===== config.mk =====
export PLATFORM = sky130hd
export DESIGN_NAME = fpga_ps_loader
export DESIGN_NICKNAME = d
export VERILOG_FILES = /design/src/rtl/fpga_ps_loader.sv
export SDC_FILE = /design/constraint.sdc
export NUM_CORES = 1
export LEC_CHECK = 0
export ABC_AREA = 1
export CORE_ASPECT_RATIO = 1.4
export CORE_MARGIN = 2
export CORE_UTILIZATION = 53
export DETAILED_ROUTE_END_ITERATION = 16
export GPL_TIMING_DRIVEN = 1
export PLACE_DENSITY_LB_ADDON = 0.15
export SLEW_MARGIN = 20
export SYNTH_ARGS = -nofsm -noshare
export SYNTH_HDL_FRONTEND = slang
export SYNTH_SLANG_ARGS = --single-unit

===== constraint.sdc =====
create_clock -name clkin -period 2.6 [get_ports clkin]
set_input_delay 0.52 -clock clkin [delete_from_list [all_inputs] [get_ports clkin]]
set_output_delay 0.52 -clock clkin [all_outputs]
set_load 0.03 [all_outputs]

===== src/rtl/fpga_ps_loader.sv =====
// fpga_ps_loader: passive-serial ACEX1K configuration engine fed by Z80 config-port byte writes
module fpga_ps_loader #(
  parameter int CLKDIV      = 2,
  parameter int NCFG_CYCLES = 64,
  parameter int STATUS_TMO  = 65535,
  parameter int INIT_CLKS   = 16
) (
  input  logic       clkin,
  input  logic       coldres,
  input  logic       start,
  input  logic       wr_stb,
  input  logic [7:0] wr_data,
  output logic       wr_ready,
  output logic       config_n,
  input  logic       status_n,
  input  logic       conf_done,
  output logic       dclk,
  output logic       data0,
  output logic       busy,
  output logic       done,
  output logic       error,
  output logic [7:0] stat
);
  localparam logic [2:0] IDLE   = 3'd0;
  localparam logic [2:0] NCFG   = 3'd1;
  localparam logic [2:0] WAITST = 3'd2;
  localparam logic [2:0] LOAD   = 3'd3;
  localparam logic [2:0] SHIFT  = 3'd4;
  localparam logic [2:0] FLUSH  = 3'd5;
  localparam logic [2:0] DONE   = 3'd6;
  localparam logic [2:0] ERROR  = 3'd7;
  localparam logic [15:0] HALF_END = 16'(CLKDIV - 1);
  localparam logic [15:0] NCFG_END = 16'(NCFG_CYCLES - 1);
  localparam logic [15:0] TMO_END  = 16'(STATUS_TMO - 1);
  localparam logic [15:0] INIT_END = 16'(INIT_CLKS - 1);
  logic [2:0]  state;
  logic [15:0] cnt, idx;
  logic        phase;
  logic [7:0]  shreg, f0, f1;
  logic [1:0]  fcnt, wr_pos;
  logic        overrun, st_m, st_s, cd_m, cd_s;
  logic        half_end, pop, push;
  // Handshake and FIFO control derived from current state
  always_comb begin
    half_end = cnt == HALF_END;
    wr_ready = (state == LOAD || state == SHIFT) && fcnt != 2'd2;
    push     = wr_stb && wr_ready && !start;
    pop      = st_s && !cd_s && !start && fcnt != 2'd0 &&
               (state == LOAD || (state == SHIFT && phase && half_end && idx == 16'd7));
    wr_pos   = fcnt - {1'b0, pop};
    config_n = state != NCFG;
    busy     = state inside {NCFG, WAITST, LOAD, SHIFT, FLUSH};
    done     = state == DONE;
    error    = state == ERROR;
    stat     = {st_s, cd_s, overrun, error, done, busy, fcnt};
  end
  // Two-flop synchronisers for the FPGA status pins
  always_ff @(posedge clkin) begin
    if (coldres) {st_m, st_s, cd_m, cd_s} <= 4'b0;
    else {st_m, st_s, cd_m, cd_s} <= {status_n, st_m, conf_done, cd_m};
  end
  // Two-entry byte FIFO, head in f0; discarded on restart, flush and error
  always_ff @(posedge clkin) begin
    if (coldres || start || state == FLUSH || state == ERROR) fcnt <= 2'd0;
    else begin
      fcnt <= fcnt + {1'b0, push} - {1'b0, pop};
      if (pop) f0 <= f1;
      if (push && wr_pos == 2'd0) f0 <= wr_data;
      if (push && wr_pos == 2'd1) f1 <= wr_data;
    end
  end
  // Sticky flag for bytes written while the FIFO could not take them
  always_ff @(posedge clkin) begin
    if (coldres || start) overrun <= 1'b0;
    else if (wr_stb && !wr_ready) overrun <= 1'b1;
  end
  // Configuration sequencer and DCLK/DATA0 serialiser
  always_ff @(posedge clkin) begin
    if (coldres) begin
      state <= IDLE;
      cnt   <= '0;
      idx   <= '0;
      phase <= 1'b0;
      shreg <= '0;
      dclk  <= 1'b0;
      data0 <= 1'b0;
    end else if (start) begin
      state <= NCFG;
      cnt   <= '0;
      phase <= 1'b0;
      dclk  <= 1'b0;
      data0 <= 1'b0;
    end else begin
      case (state)
        NCFG: begin
          cnt   <= cnt == NCFG_END ? '0 : cnt + 16'd1;
          state <= cnt == NCFG_END ? WAITST : NCFG;
        end
        WAITST: begin
          if (st_s) state <= LOAD;
          else if (cnt == TMO_END) state <= ERROR;
          else cnt <= cnt + 16'd1;
        end
        LOAD: begin
          if (!st_s) state <= ERROR;
          else if (cd_s) begin
            state <= FLUSH;
            cnt   <= '0;
            idx   <= '0;
            phase <= 1'b0;
            data0 <= 1'b1;
          end else if (pop) begin
            state <= SHIFT;
            shreg <= f0;
            data0 <= f0[0];
            cnt   <= '0;
            idx   <= '0;
            phase <= 1'b0;
          end
        end
        SHIFT, FLUSH: begin
          if (!st_s) begin
            state <= ERROR;
            dclk  <= 1'b0;
          end else if (!half_end) cnt <= cnt + 16'd1;
          else if (!phase) begin
            cnt   <= '0;
            phase <= 1'b1;
            dclk  <= 1'b1;
          end else begin
            cnt   <= '0;
            phase <= 1'b0;
            dclk  <= 1'b0;
            if (state == FLUSH) begin
              if (idx == INIT_END) state <= DONE;
              else idx <= idx + 16'd1;
            end else if (cd_s) begin
              state <= FLUSH;
              idx   <= '0;
              data0 <= 1'b1;
            end else if (idx != 16'd7) begin
              idx   <= idx + 16'd1;
              shreg <= {1'b0, shreg[7:1]};
              data0 <= shreg[1];
            end else if (pop) begin
              idx   <= '0;
              shreg <= f0;
              data0 <= f0[0];
            end else state <= LOAD;
          end
        end
        default: ;
      endcase
    end
  end
endmodule


-- Word level (Yosys, flattened, before mapping)
Index checks and enable logic that the tools add are counted.
- word-level logic and storage cells: 171
- output and inout port bits: 15
- bits of input ports: 14
- register bits: 69
- equal/unequal tests: 42
- reductions and logical operators: 40
- muxes and demuxes: 66
- add/sub/neg operators: 5
- bitwise gates (word level): 2
- operators by type and width (cell ; number):
    2-to-1 mux 16 bit ; 18
    2-to-1 mux 8 bit ; 11
    case mux 16 bit (4 select lines) ; 1
    2-to-1 mux 3 bit ; 13
    adder 16 x 1 -> 16 bit (second input constant) ; 2
    case mux 16 bit (2 select lines) ; 1
    != test 2 bit (second input constant) ; 10
    != test 5 bit (second input constant) ; 4
    2-to-1 mux 1 bit ; 17
    == test 16 x 1 -> 1 bit (second input constant) ; 1
    == test 16 bit (second input constant) ; 1
    == test 16 x 3 -> 1 bit (second input constant) ; 1
    == test 16 x 4 -> 1 bit (second input constant) ; 1
    == test 16 x 6 -> 1 bit (second input constant) ; 1
    != test 16 x 3 -> 1 bit (second input constant) ; 1
    != test 4 bit (second input constant) ; 4
    case mux 8 bit (2 select lines) ; 1
    AND reduction 8 bit ; 2
    logical AND 1 bit ; 13
    == test 3 bit (second input constant) ; 4
    != test 3 bit (second input constant) ; 4
    != test 6 bit (second input constant) ; 2
    case mux 3 bit (4 select lines) ; 1
    AND reduction 6 bit ; 2
    23 further kinds ; 39

-- Longest topological paths before layout
- depth in word-level cells: 15
- mapped depth: 16

-- Worst setup path after synthesis
No wires, ideal clock.
- kind: reg2reg
- start point: register state[1]
- end point: register f0[0] (enable)
- required time: 2.225 ns
- arrival time: 2.370 ns
- period minus slack after synthesis: 2.746 ns
- cell stages (with the launch flop): 15
- slack: -0.146 ns
- path buffers: 1
- setup time: 0.375 ns
- path through: dfxtp_1 -> buf_2 -> nor2_1 -> nand2_2 -> nor2_1 -> nand3_1 -> o21bai_1 -> nand2_2 -> inv_1 -> ha_1 -> xnor2_1 -> nand4_2 -> nor2_4 -> inv_2 -> a21oi_1
- cells in the longest elaborated chain, start to end: 11
- elaborated cells between the ends (all ways): 21
- RTL lines (element ; RTL line ; RTL):
    start, declared ; 36 ; logic [2:0] state;
    start signal, assigned ; 97 ; state <= cnt == NCFG_END ? WAITST : NCFG;
    == test 3 bit ; 46, 49 ;
    logical AND 1 bit (3 in a row) ; 49 ; (state == LOAD || (state == SHIFT && phase && half_end && idx == 16'd7));
    logical OR 1 bit ; 49 ;
    logical AND 1 bit ; 48 ; pop = st_s && !cd_s && !start && fcnt != 2'd0 &&
    subtractor 2 x 1 -> 2 bit ; 50 ; wr_pos = fcnt - {1'b0, pop};
    logical NOT 2 bit ; 68 ; if (push && wr_pos == 2'd0) f0 <= wr_data;
    logical AND 1 bit ; 68 ;
    nonzero test 2 bit (no line) ; - ;
    AND reduction 2 bit (no line) * ; - ;
    end signal, assigned ; 68 ;
    end, declared ; 39 ; logic [7:0] shreg, f0, f1;
Every way passes the cells marked *; elsewhere a longest branch is shown, timed or not.
A chain may end at the register's enable or synchronous reset.

-- Worst setup path after layout
- start point: register state[2]
- end point: output port busy
- cells in the longest elaborated chain, start to end: 2
- elaborated cells between the ends (all ways): 6
- RTL lines (element ; RTL line ; RTL):
    == test 3 x 1 -> 1 bit, or another cell as far along ; 52 ; busy = state inside {NCFG, WAITST, LOAD, SHIFT, FLUSH};
    nonzero test 5 bit * ; 52 ;
    end, declared ; 19 ; output logic busy,
Marks and branches as above.

==> metrics <==
final net count=675; M1 wire length=3.94 mm; Final Hold Viols=0; pwr/cell area=around 500 nW/um2; Reg2Reg Capture Point=f0[7]; top routing layer used=met4; Die W=around 80 um; maximum clock path buffer count=2; hold path cells=2; CTS Sinks=68; # hold bufs at CTS=0; Tightest Pin Transition=~680 ps; met2 WL=5.22 mm; Synth top cells by count=nand2_1, nor2_1, inv_1, nand3_1, dfxtp_1; NetSw=between 0.7 and 0.8 mW; IO Pins=29; filler cell count in the final layout=715; CTS tree=done; Flop pwr share=0.470; Initial Util=0.553; fin. max-slew vios=0; Synth area leaders=dfxtp_1, nand2_1, edfxtp_1, nor2_1, nand3_1; Post-synth top flop=dfxtp_1; Fin Hold WS=just over 400 ps; critical path type=flip-flop to primary output; Synth cell types=40; top cell type's share of synthesized area=0.254; Clk network pwr share=0.321; root buffer cell=clkbuf_8; DP Area=4560 um2; Hold Path End=st_s; gpl congestion=0.916; Inst Count DP=740; Detailed Routing Iterations Pass 1=5; Max-slew headroom=0.539; final setup vio count=0; min-delay worst type=flip-flop to flip-flop; setup TNS=0 ps; Syn Area/Cell=between 6 and 7 um2; vias in the first global route=3,767; EDFF count, synth=16; largest net degree at the start of global routing=19; Yosys top cell by area=dfxtp_1; RSZ-0062 raised after global routing=no; number of DRC markers in iteration 0=260; cell area after synthesis=4100 um2; hold_sp=st_m; Die ar.=between 8000 and 9000 um2; Met3 Wirelength=348 um; Final Instance Area=4750 um2; Setup Buffers After CTS=0; worst reg2reg path startpoint=st_s; Max FO, Critical Path=7; Reg2Reg Setup Slack=roughly 210 ps; grt total ovfl=0; ratio of final minimum period to clock period=0.935; WP data required=around 2100 ps; top-count cell post-synth=nand2_1; hpwl dp=around 7.7 mm; reg2reg path depth=13; Area growth syn-to-layout=16.0%; sw frac=0.328; final wirelength=9.98 mm; Row Count=37; core footprint=7410 um2; via count=around 4,000; first-pass GRT wire length=16.5 mm; CP arrival=1910 ps; Setup crit end kind=primary output; n_diodes=0; PortBufs=28; post-synthesis sequential area ratio=0.372; max cap viols=0; DIE HEIGHT=about 110 um; Yosys warning count=0; antenna violations before repair=0; htree depth=3; Mapped Cells=610; WL/cell=13.2 um; share of layout cells above drive strength 1=0.126; Post-route DRC=0; all-layer global routing usage=0.250; Pint=1.60 mW; cts bufs inserted=9; Worst Skew=12.2 ps; combinational fraction of design power=0.209; crit start category=flip-flop; via/cell ratio=5.34; minimum clock period=~2400 ps; post-route non-filler standard cell count=756; Async S/R FF share, synth=0; clk_lat worst skew=360 ps; Peak VDD IR=0.399 mV; leakage power=2.01 nW; status=finished clean; f_max=0.411 GHz; net count after synthesis=631; Worst-path clk slew=80 ps; Final ANT Viol Nets=0; Seq cells post-synth=68
metrics by stage:
step | util | setup slack [ps] | power [mW]
6_report | 0.641 | 169 | 2.38
5_1_grt | 0.641 | 16.4 | 2.48
4_1_cts | 0.638 | 58.5 | 2.39
3_5_place_dp | 0.615 | -47.7 | 1.63
3_3_place_gp | 0.615 | -25.4 | 1.62
2_1_floorplan | - | 11.4 | 1.50
power by group through the flow:
stage	registers [mW]	clock network, mW	logic (mW)
2_1_floorplan	1.14	0	0.359
3_3_place_gp	1.14	0	0.486
3_5_place_dp	1.14	0	0.494
4_1_cts	1.12	0.776	0.495
5_1_grt	1.12	0.816	0.547
6_report	1.12	0.764	0.496
worst max-delay path by stage:
stage	start	cells after the start	to
2_1_floorplan	state[1]	14	f0[0]
3_3_place_gp	start	12	f1[6]
3_5_place_dp	start	13	f0[6]
4_1_cts	cnt[1]	14	f1[6]
5_1_grt	idx[0]	14	f0[5]
6_report	state[2]	5	busy
logic make-up after synthesis:
logic type | after synthesis | share of synthesized area
flip-flops | 68 | 0.372
buffers and inverters | 101 | 0.104
adder cells (fa/ha/maj) | 7 | 0.0214
XOR/XNOR | 10 | 0.0214
AO/OA/AOI/OAI | 87 | 0.119
AND/OR/NAND/NOR | 337 | 0.362
metal layers:
layer,vias to the layer above,GRT usage
met1,1838,0.262
met5,-,0
met4,0,0.163
li1,2050,-
met3,38,0.0326
met2,111,0.465
sequential cells by signal, summed over array words and instances, names as in the netlist:
signal   count
data0        1
f1           8
state        3
overrun      1
dclk         1
shreg        7
idx         16
fcnt         2
cd_m         1
cnt         16
cd_s         1
st_m         1
f0           8
st_s         1
phase        1
cell usage in the layout (no fill, tap or decap), drive strengths merged, types with 7 or more instances in the layout:
cell type / instances
inv: 85
clkbuf: 9
edfxtp: 16
dfxtp: 52
o21ai: 32
nand3: 57
buf: 22
nor2: 100
clkdlybuf4s50: 26
a21oi: 38
nand4: 7
ha: 7
nor3: 10
nand2: 157
critical path, cell delays in order (launching register included):
cell and delay (ps):
dfxtp_2 410, inv_1 110, nand2_1 80, nand2_1 110, nand2_1 150, clkdlybuf4s50_1 690
what timing repair did:
action	4_1_cts	5_1_grt
setup endpoints to repair	1	27
resized for setup	1	12
pin swaps	0	4
final cells by class:
type                    instances  area [um2]  area share
inverters                      84         315      0.0664
clock buffers                   9         124      0.0261
repair buffers                 50         450      0.0948
well taps                      97         121      0.0255
multi-input cells             441        2170       0.456
clock inverters                 7        42.5     0.00895
flip-flops and latches         68        1530       0.322
(Power assumes the default switching activity.)
